===== config.mk =====
export PLATFORM = sky130hd
export DESIGN_NAME = dmem_ctrl
export DESIGN_NICKNAME = d
export VERILOG_FILES = /design/src/rtl/dmem_ctrl.sv
export SDC_FILE = /design/constraint.sdc
export NUM_CORES = 2
export LEC_CHECK = 0
export ABC_CLOCK_PERIOD_IN_PS = 4540
export BUFFER_PORTS_ARGS = -buffer_cell sky130_fd_sc_hd__buf_2
export CAP_MARGIN = 5
export CORE_MARGIN = 2
export CORE_UTILIZATION = 25
export CTS_CLUSTER_DIAMETER = 60
export DETAILED_ROUTE_END_ITERATION = 10
export PLACE_DENSITY = 0.42
export SLEW_MARGIN = 15
export SYNTH_ARGS = -nofsm -noshare
export SYNTH_HDL_FRONTEND = slang
export SYNTH_SLANG_ARGS = --single-unit

===== constraint.sdc =====
create_clock -name clock -period 4.54 [get_ports clock]
set_input_delay 0.681 -clock clock [delete_from_list [all_inputs] [get_ports clock]]
set_output_delay 0.681 -clock clock [all_outputs]
set_load 0.01 [all_outputs]

===== src/rtl/dmem_ctrl.sv =====
// ---------------------------------------------------------------------------
// dmem_ctrl -- wait-state data memory controller
//
// Accepts a single read or write request from the control unit while idle,
// inserts WAIT_CYCLES wait states, then performs one access on an internal
// 2**ADDR_W-word storage array and pulses done for one cycle.
//
// Optional feature macro: DMEM_RANGE_CHECK_EN
//   defined   : addresses >= DEPTH complete normally but raise err with done,
//               leave storage and rd_data untouched.
//   undefined : addresses wrap to their low ADDR_W bits, err is always 0.
//
// Ports
//   clock      in   1       system clock, rising-edge active
//   reset      in   1       synchronous, active-high reset
//   mem_read   in   1       read request (sampled only when idle)
//   mem_write  in   1       write request (sampled only when idle, wins over read)
//   addr       in   16      word address
//   wr_data    in   DATA_W  write data
//   rd_data    out  DATA_W  registered read data, changes only on a read access
//   busy       out  1       request in progress
//   done       out  1       one-cycle completion pulse
//   err        out  1       one-cycle out-of-range pulse, coincident with done
// ---------------------------------------------------------------------------
module dmem_ctrl #(
    parameter int DATA_W      = 16,
    parameter int ADDR_W      = 8,
    parameter int WAIT_CYCLES = 2
) (
    input  logic              clock,
    input  logic              reset,
    input  logic              mem_read,
    input  logic              mem_write,
    input  logic [15:0]       addr,
    input  logic [DATA_W-1:0] wr_data,
    output logic [DATA_W-1:0] rd_data,
    output logic              busy,
    output logic              done,
    output logic              err
);

    localparam int         DEPTH     = 2**ADDR_W;
    localparam logic [3:0] WAIT_INIT = 4'(WAIT_CYCLES);

    localparam logic [1:0] S_IDLE   = 2'd0;
    localparam logic [1:0] S_WAIT   = 2'd1;
    localparam logic [1:0] S_ACCESS = 2'd2;

    logic [1:0]        r_state;
    logic [3:0]        r_cnt;
    logic [15:0]       r_addr;
    logic [DATA_W-1:0] r_wdata;
    logic              r_is_write;
    logic              r_busy;
    logic              r_done;
    logic              r_err;
    logic [DATA_W-1:0] r_rd_data;

    logic [DATA_W-1:0] r_mem [DEPTH];

    logic              w_req;
    logic              w_in_range;
    logic              w_store;
    logic [ADDR_W-1:0] w_idx;

    assign w_req = mem_write | mem_read;
    assign w_idx = r_addr[ADDR_W-1:0];

`ifdef DMEM_RANGE_CHECK_EN
    assign w_in_range = ((r_addr >> ADDR_W) == 16'd0);
`else
    // Upper address bits are deliberately dropped: accesses wrap around.
    logic w_unused_addr_hi;
    assign w_unused_addr_hi = |(r_addr >> ADDR_W);
    assign w_in_range       = 1'b1;
`endif

    // Gated by reset so an aborted write can never land in storage.
    assign w_store = (r_state == S_ACCESS) && r_is_write && w_in_range && !reset;

    // NOTE: storage has no reset -- contents must survive reset, and leaving
    // it out lets the array map onto plain RAM.
    always_ff @(posedge clock) begin
        if (w_store) begin
            r_mem[w_idx] <= r_wdata;
        end
    end

    // NOTE: every register here uses <= so all state advances from the same
    // pre-edge values, regardless of statement order.
    always_ff @(posedge clock) begin
        if (reset) begin
            r_state    <= S_IDLE;
            r_cnt      <= 4'd0;
            r_addr     <= 16'd0;
            r_wdata    <= '0;
            r_is_write <= 1'b0;
            r_busy     <= 1'b0;
            r_done     <= 1'b0;
            r_err      <= 1'b0;
            r_rd_data  <= '0;
        end else begin
            r_done <= 1'b0;
            r_err  <= 1'b0;
            case (r_state)
                S_IDLE: begin
                    // Only sampled here, so requests while busy are dropped
                    // and a request on the done cycle is accepted at once.
                    if (w_req) begin
                        r_addr     <= addr;
                        r_wdata    <= wr_data;
                        r_is_write <= mem_write;
                        r_busy     <= 1'b1;
                        r_cnt      <= WAIT_INIT;
                        r_state    <= (WAIT_INIT == 4'd0) ? S_ACCESS : S_WAIT;
                    end
                end
                S_WAIT: begin
                    r_cnt <= r_cnt - 4'd1;
                    if (r_cnt == 4'd1) begin
                        r_state <= S_ACCESS;
                    end
                end
                S_ACCESS: begin
                    if (!r_is_write && w_in_range) begin
                        r_rd_data <= r_mem[w_idx];
                    end
                    r_busy  <= 1'b0;
                    r_done  <= 1'b1;
                    r_err   <= !w_in_range;
                    r_state <= S_IDLE;
                end
                default: begin
                    r_state <= S_IDLE;
                    r_busy  <= 1'b0;
                end
            endcase
        end
    end

    assign rd_data = r_rd_data;
    assign busy    = r_busy;
    assign done    = r_done;
    assign err     = r_err;

endmodule


# Yosys cells after proc, flatten, opt, wreduce, memory -nomap -nowiden
# Memory sizes are Yosys's and may differ from the RTL's. A register that Yosys moved wholly into a read port is not among the register bits.
# Index checks and enable logic that the tools add are counted.
dict set report totals {
  regBits 33
  ram_bits 4096
  input_bits 36
  output_inout_bits 19
  word_cells 37
  memories 1
}
dict set report classes {
  n_addsub 1
  eq_ne 5
  n_mux 10
  n_bitwise 3
  n_reduce_logical 10
}
# name depth word_bits read_ports rd_clocked_by_memory_dff write_ports line
set memory_table {}
lappend memory_table {r_mem 256 16 1 1 1 59} ;# logic [DATA_W-1:0] r_mem [DEPTH];
# op n
set op_table {}
lappend op_table {{AND reduction 2 bit} 5}
lappend op_table {{case mux 4 bit (2 select lines)} 1}
lappend op_table {{== test 4 x 1 -> 1 bit (second input constant)} 1}
lappend op_table {{two-way mux 1 bit} 4}
lappend op_table {{two-way mux 2 bit} 2}
lappend op_table {{two-way mux 4 bit} 1}
lappend op_table {{inequality test 2 bit (second input constant)} 2}
lappend op_table {{case mux 2 bit (2 select lines)} 1}
lappend op_table {{subtractor 4 x 1 -> 4 bit (second input constant)} 1}
lappend op_table {{== test 2 x 1 -> 1 bit (second input constant)} 1}
lappend op_table {{== test 2 bit (second input constant)} 1}
lappend op_table {{logical AND 1 bit} 2}
lappend op_table {{logical NOT 2 bit} 1}
lappend op_table {{inverter 1 bit} 2}
lappend op_table {{case mux 1 bit (2 select lines)} 1}
lappend op_table {{nonzero test 2 bit} 1}
lappend op_table {{logical NOT 1 bit} 1}
lappend op_table {{bitwise OR 1 bit} 1}

# Logic depth before layout (Yosys ltp)
dict set report logic_depth {
  depth_word 5
  depth_mapped 13
}

# Least setup slack after synthesis
# OpenSTA, ideal clock, no wires.
dict set report synth_path {
  path_type {register -> register}
  startpoint {reg r_wdata[0]}
  endpoint {mem r_mem[0][0], data pin}
  setup_time_ns 0.856
  arrival_ns 3.397
  required_ns 3.684
  path_slack_ns 0.287
  stages_incl_launch_ff 1
  path_buffers 0
  period_less_slack_ns 4.253
  cell_sequence {dfxtp_1}
}
# element line
set synth_rtl {}
lappend synth_rtl {{start: declaration} 52} ;# logic [DATA_W-1:0] r_wdata;
lappend synth_rtl {{start signal: assignment} 111} ;# r_wdata <= wr_data;
lappend synth_rtl {{end: declaration} 59}
# Straight into the memory's write port.

==> impl_metrics.env <==
export IMPL_io_pins=55
export IMPL_area_growth_pct=18.3
export IMPL_grt_max_degree=153
export IMPL_drtPass1Iterations=6
export IMPL_dpl_hpwl_um=306000
export IMPL_initial_core_util_pct=25.1
export IMPL_portBuffers=45
export IMPL_path_common_cell="buf_4"
export IMPL_core_sq_um=636000
export IMPL_timing_hold_ws_ns=0.176
export IMPL_final_max_slew_viol_count=0
export IMPL_max_stage_delay_ns=0.63
export IMPL_synth_area_leaders="edfxtp_1 (77%), mux4_2 (14%), mux2i_1 (1.6%)"
export IMPL_postCtsSetupBuffers=0
export IMPL_fin_area_sq_um=188000
export IMPL_async_flop_share_pct=0
export IMPL_hp_class="input pin to flip-flop"
export IMPL_critical_path_class="flip-flop to flip-flop"
export IMPL_tns_ns=0
export IMPL_skew_ns=0.105
export IMPL_design_power_total_w=0.0839
export IMPL_cts_root_buf="clkbuf_16"
export IMPL_cts_tree="done"
export IMPL_rows=293
export IMPL_grt_pass1_wl_um=675000
export IMPL_crit_chain="inv_8 > buf_4 > buf_4 > mux2i_1 > o22ai_1 > nor3_1 > a21oi_1 > a311oi_1 > o32ai_1"
export IMPL_grt_usage_pct=14.9
export IMPL_antenna_left=0
export IMPL_synth_most_common_cell="edfxtp_1"
export IMPL_yosysWarnings=0
export IMPL_finalSetupViolCount=0
export IMPL_max_cap_viol_count=0
export IMPL_wl_um=494000
export IMPL_peakVddDrop_mv=0.356
export IMPL_grt_pass1_vias=80600
export IMPL_clk_pin_slew_ns=0.06
export IMPL_netlist_area_sq_um=159000
export IMPL_synth_edf_count=4096
export IMPL_slew_headroom_pct=4.62
export IMPL_clock_latency_ns=1.03
export IMPL_finalCritPeriodShare_pct=93.7
export IMPL_die_x_um=802
export IMPL_synth_top_cell_area_share_pct=77.2
export IMPL_powerDensity_nw_per_um2=445
export IMPL_antenna_found_initial=31
export IMPL_outcome="finished, final reports clean"
export IMPL_synth_area_leader_cell="edfxtp_1"
export IMPL_synth_seq_cells=4145
export IMPL_fmax_mhz=235
export IMPL_first_iter_violations=8962
export IMPL_dieArea_sq_um=644000
export IMPL_htree_levels=5
export IMPL_nNetsFinal=8109
export IMPL_synth_common_cells="edfxtp_1 (4096), mux4_2 (979), nand2_1 (352), nor2_1 (342), mux2i_1 (260)"
export IMPL_start_kind="flip-flop"
export IMPL_clockBufferDepth=4
export IMPL_synth_seq_area_share_pct=77.8
export IMPL_tightest_slew_ns=1.43
export IMPL_syn_nets=7373
export IMPL_vias_per_cell=4.66
export IMPL_rsz0062_at_grt="false"
export IMPL_synth_cell_types=66
export IMPL_cts_buffers=450
export IMPL_cp_max_fo=55
export IMPL_remaining_drc_errors=0
export IMPL_arrival_ns=5.09
export IMPL_drive_gt1_share_pct=29.8
export IMPL_hold_viol=0
export IMPL_dp_cells=16000
export IMPL_gp_congestion=0.819
export IMPL_via_count=78600
export IMPL_chipHeight_um=802
export IMPL_cp_required_ns=5.38
export IMPL_gr_total_overflow=0
export IMPL_crit_path_end_kind="flip-flop"
export IMPL_wl_per_cell_um=29.3
export IMPL_syn_inst=7335
export IMPL_n_fill_cell=61900
export IMPL_synth_flop_cell="edfxtp_1"
export IMPL_critPathSlowestCell="mux2i_1"
export IMPL_cts_sinks=4145
export IMPL_fin_cells=16900
export IMPL_place_area_sq_um=174000
export IMPL_min_period_ns=4.25
export IMPL_cp_num_buf_inv=3
export IMPL_power_leakage_nw=58.8
export IMPL_cts_resized=0
export IMPL_syn_area_per_cell_sq_um=21.7
export IMPL_path_delay_family="buffers and inverters"
-- path summary, 6_finish.rpt --
kind / start / endpoint / slack, ns / cells past startpoint
worst max-delay path: r_addr[0] / rd_data[4] / 0.29 / 9
worst max register to register: r_addr[0] / rd_data[4] / 0.29 / 9
worst min register to register: rd_data[11] / rd_data[11] / 0.50 / 2
worst min-delay path: addr[1] / r_addr[1] / 0.18 / 4
-- report_power, final --
group	switching, W	internal, W	total, W
combinational	0.00392	0.00205	0.00597
clock	0.0154	0.0199	0.0352
sequential	0.000276	0.0424	0.0427
total	0.0196	0.0643	0.0839
-- cells in the final DEF (no fill, tap or decap), types with 26 or more instances in the layout --
cell / netlist / layout
a21oi_1: 89 / 88
nand2_1: 352 / 336
a32oi_1: 44 / 44
bufinv_16: 0 / 26
clkinv_2: 0 / 85
clkbuf_1: 128 / 103
buf_4: 112 / 561
dfxtp_1: 49 / 27
buf_12: 0 / 83
nand4_1: 27 / 27
nor2_1: 342 / 219
clkinv_1: 2 / 103
a31oi_1: 27 / 27
edfxtp_1: 4096 / 4096
nor2_2: 0 / 118
mux2_2: 36 / 36
a22oi_1: 92 / 92
mux2i_1: 260 / 260
buf_2: 126 / 45
o21ai_0: 103 / 103
nand3_1: 51 / 51
o22ai_1: 81 / 81
clkbuf_16: 0 / 452
mux4_2: 979 / 979
a32o_1: 27 / 27
-- flip-flops by register name, summed over array words and instances, names as in the netlist --
signal and flops:
done 1, r_addr 8, r_wdata 16, r_is_write 1, rd_data 16, r_mem 4096
r_cnt 4, r_state 2, busy 1
-- repair_timing --
action,4_1_cts,5_1_grt
endpoints found under the setup margin,0,0
hold buffers,25,0
endpoints found under the hold margin,22,0
-- kinds of logic after synthesis --
family	after synthesis	synth area share [%]
DFF	4145	77.8
muxes	1275	15.7
and+or+nand+nor	885	2.35
AOI/OAI and AO/OA	581	2.50
buffers and inverters	445	1.59
adders and majority gates	2	0.0157
other	1	0.00235
xor gates and xnor gates	1	0.00550
-- worst register-to-register path, delay by kind of cell (launching register included) --
family	cells	cell delay, ns
buf+inv	3	1.48
mux	1	0.64
flops	1	0.53
compound gates	4	0.95
simple gates	1	0.47
-- final cells by class --
type / instances / area, sq um / area share (%)
multi-input combinational: 2745 / 33300 / 17.7
timing repair buffer: 715 / 6360 / 3.38
clock buffer: 557 / 11700 / 6.22
tap: 8407 / 10500 / 5.58
clock inverter: 278 / 2400 / 1.27
antenna: 8 / 20.0 / 0.0106
sequential: 4145 / 124000 / 65.8
inverter: 14 / 70.1 / 0.0372
-- per-stage QoR --
step	util, %	setup slack, ns
6_report	29.6	0.287
5_1_grt	29.6	0.290
4_1_cts	29.6	0.326
3_5_place_dp	27.4	0.375
3_3_place_gp	27.4	0.373
2_1_floorplan	-	0.287
-- routing by layer --
layer / global-route usage [%] / part of all wire [%] / up-vias
met3: 2.20 / 5.7 / 596
met1: 20.6 / 44 / 43200
met5: 0 / 0 / -
met2: 24.7 / 48 / 2427
li1: - / - / 32300
met4: 3.46 / 2.4 / 0
Note: power is estimated with default switching activity, not from simulation.
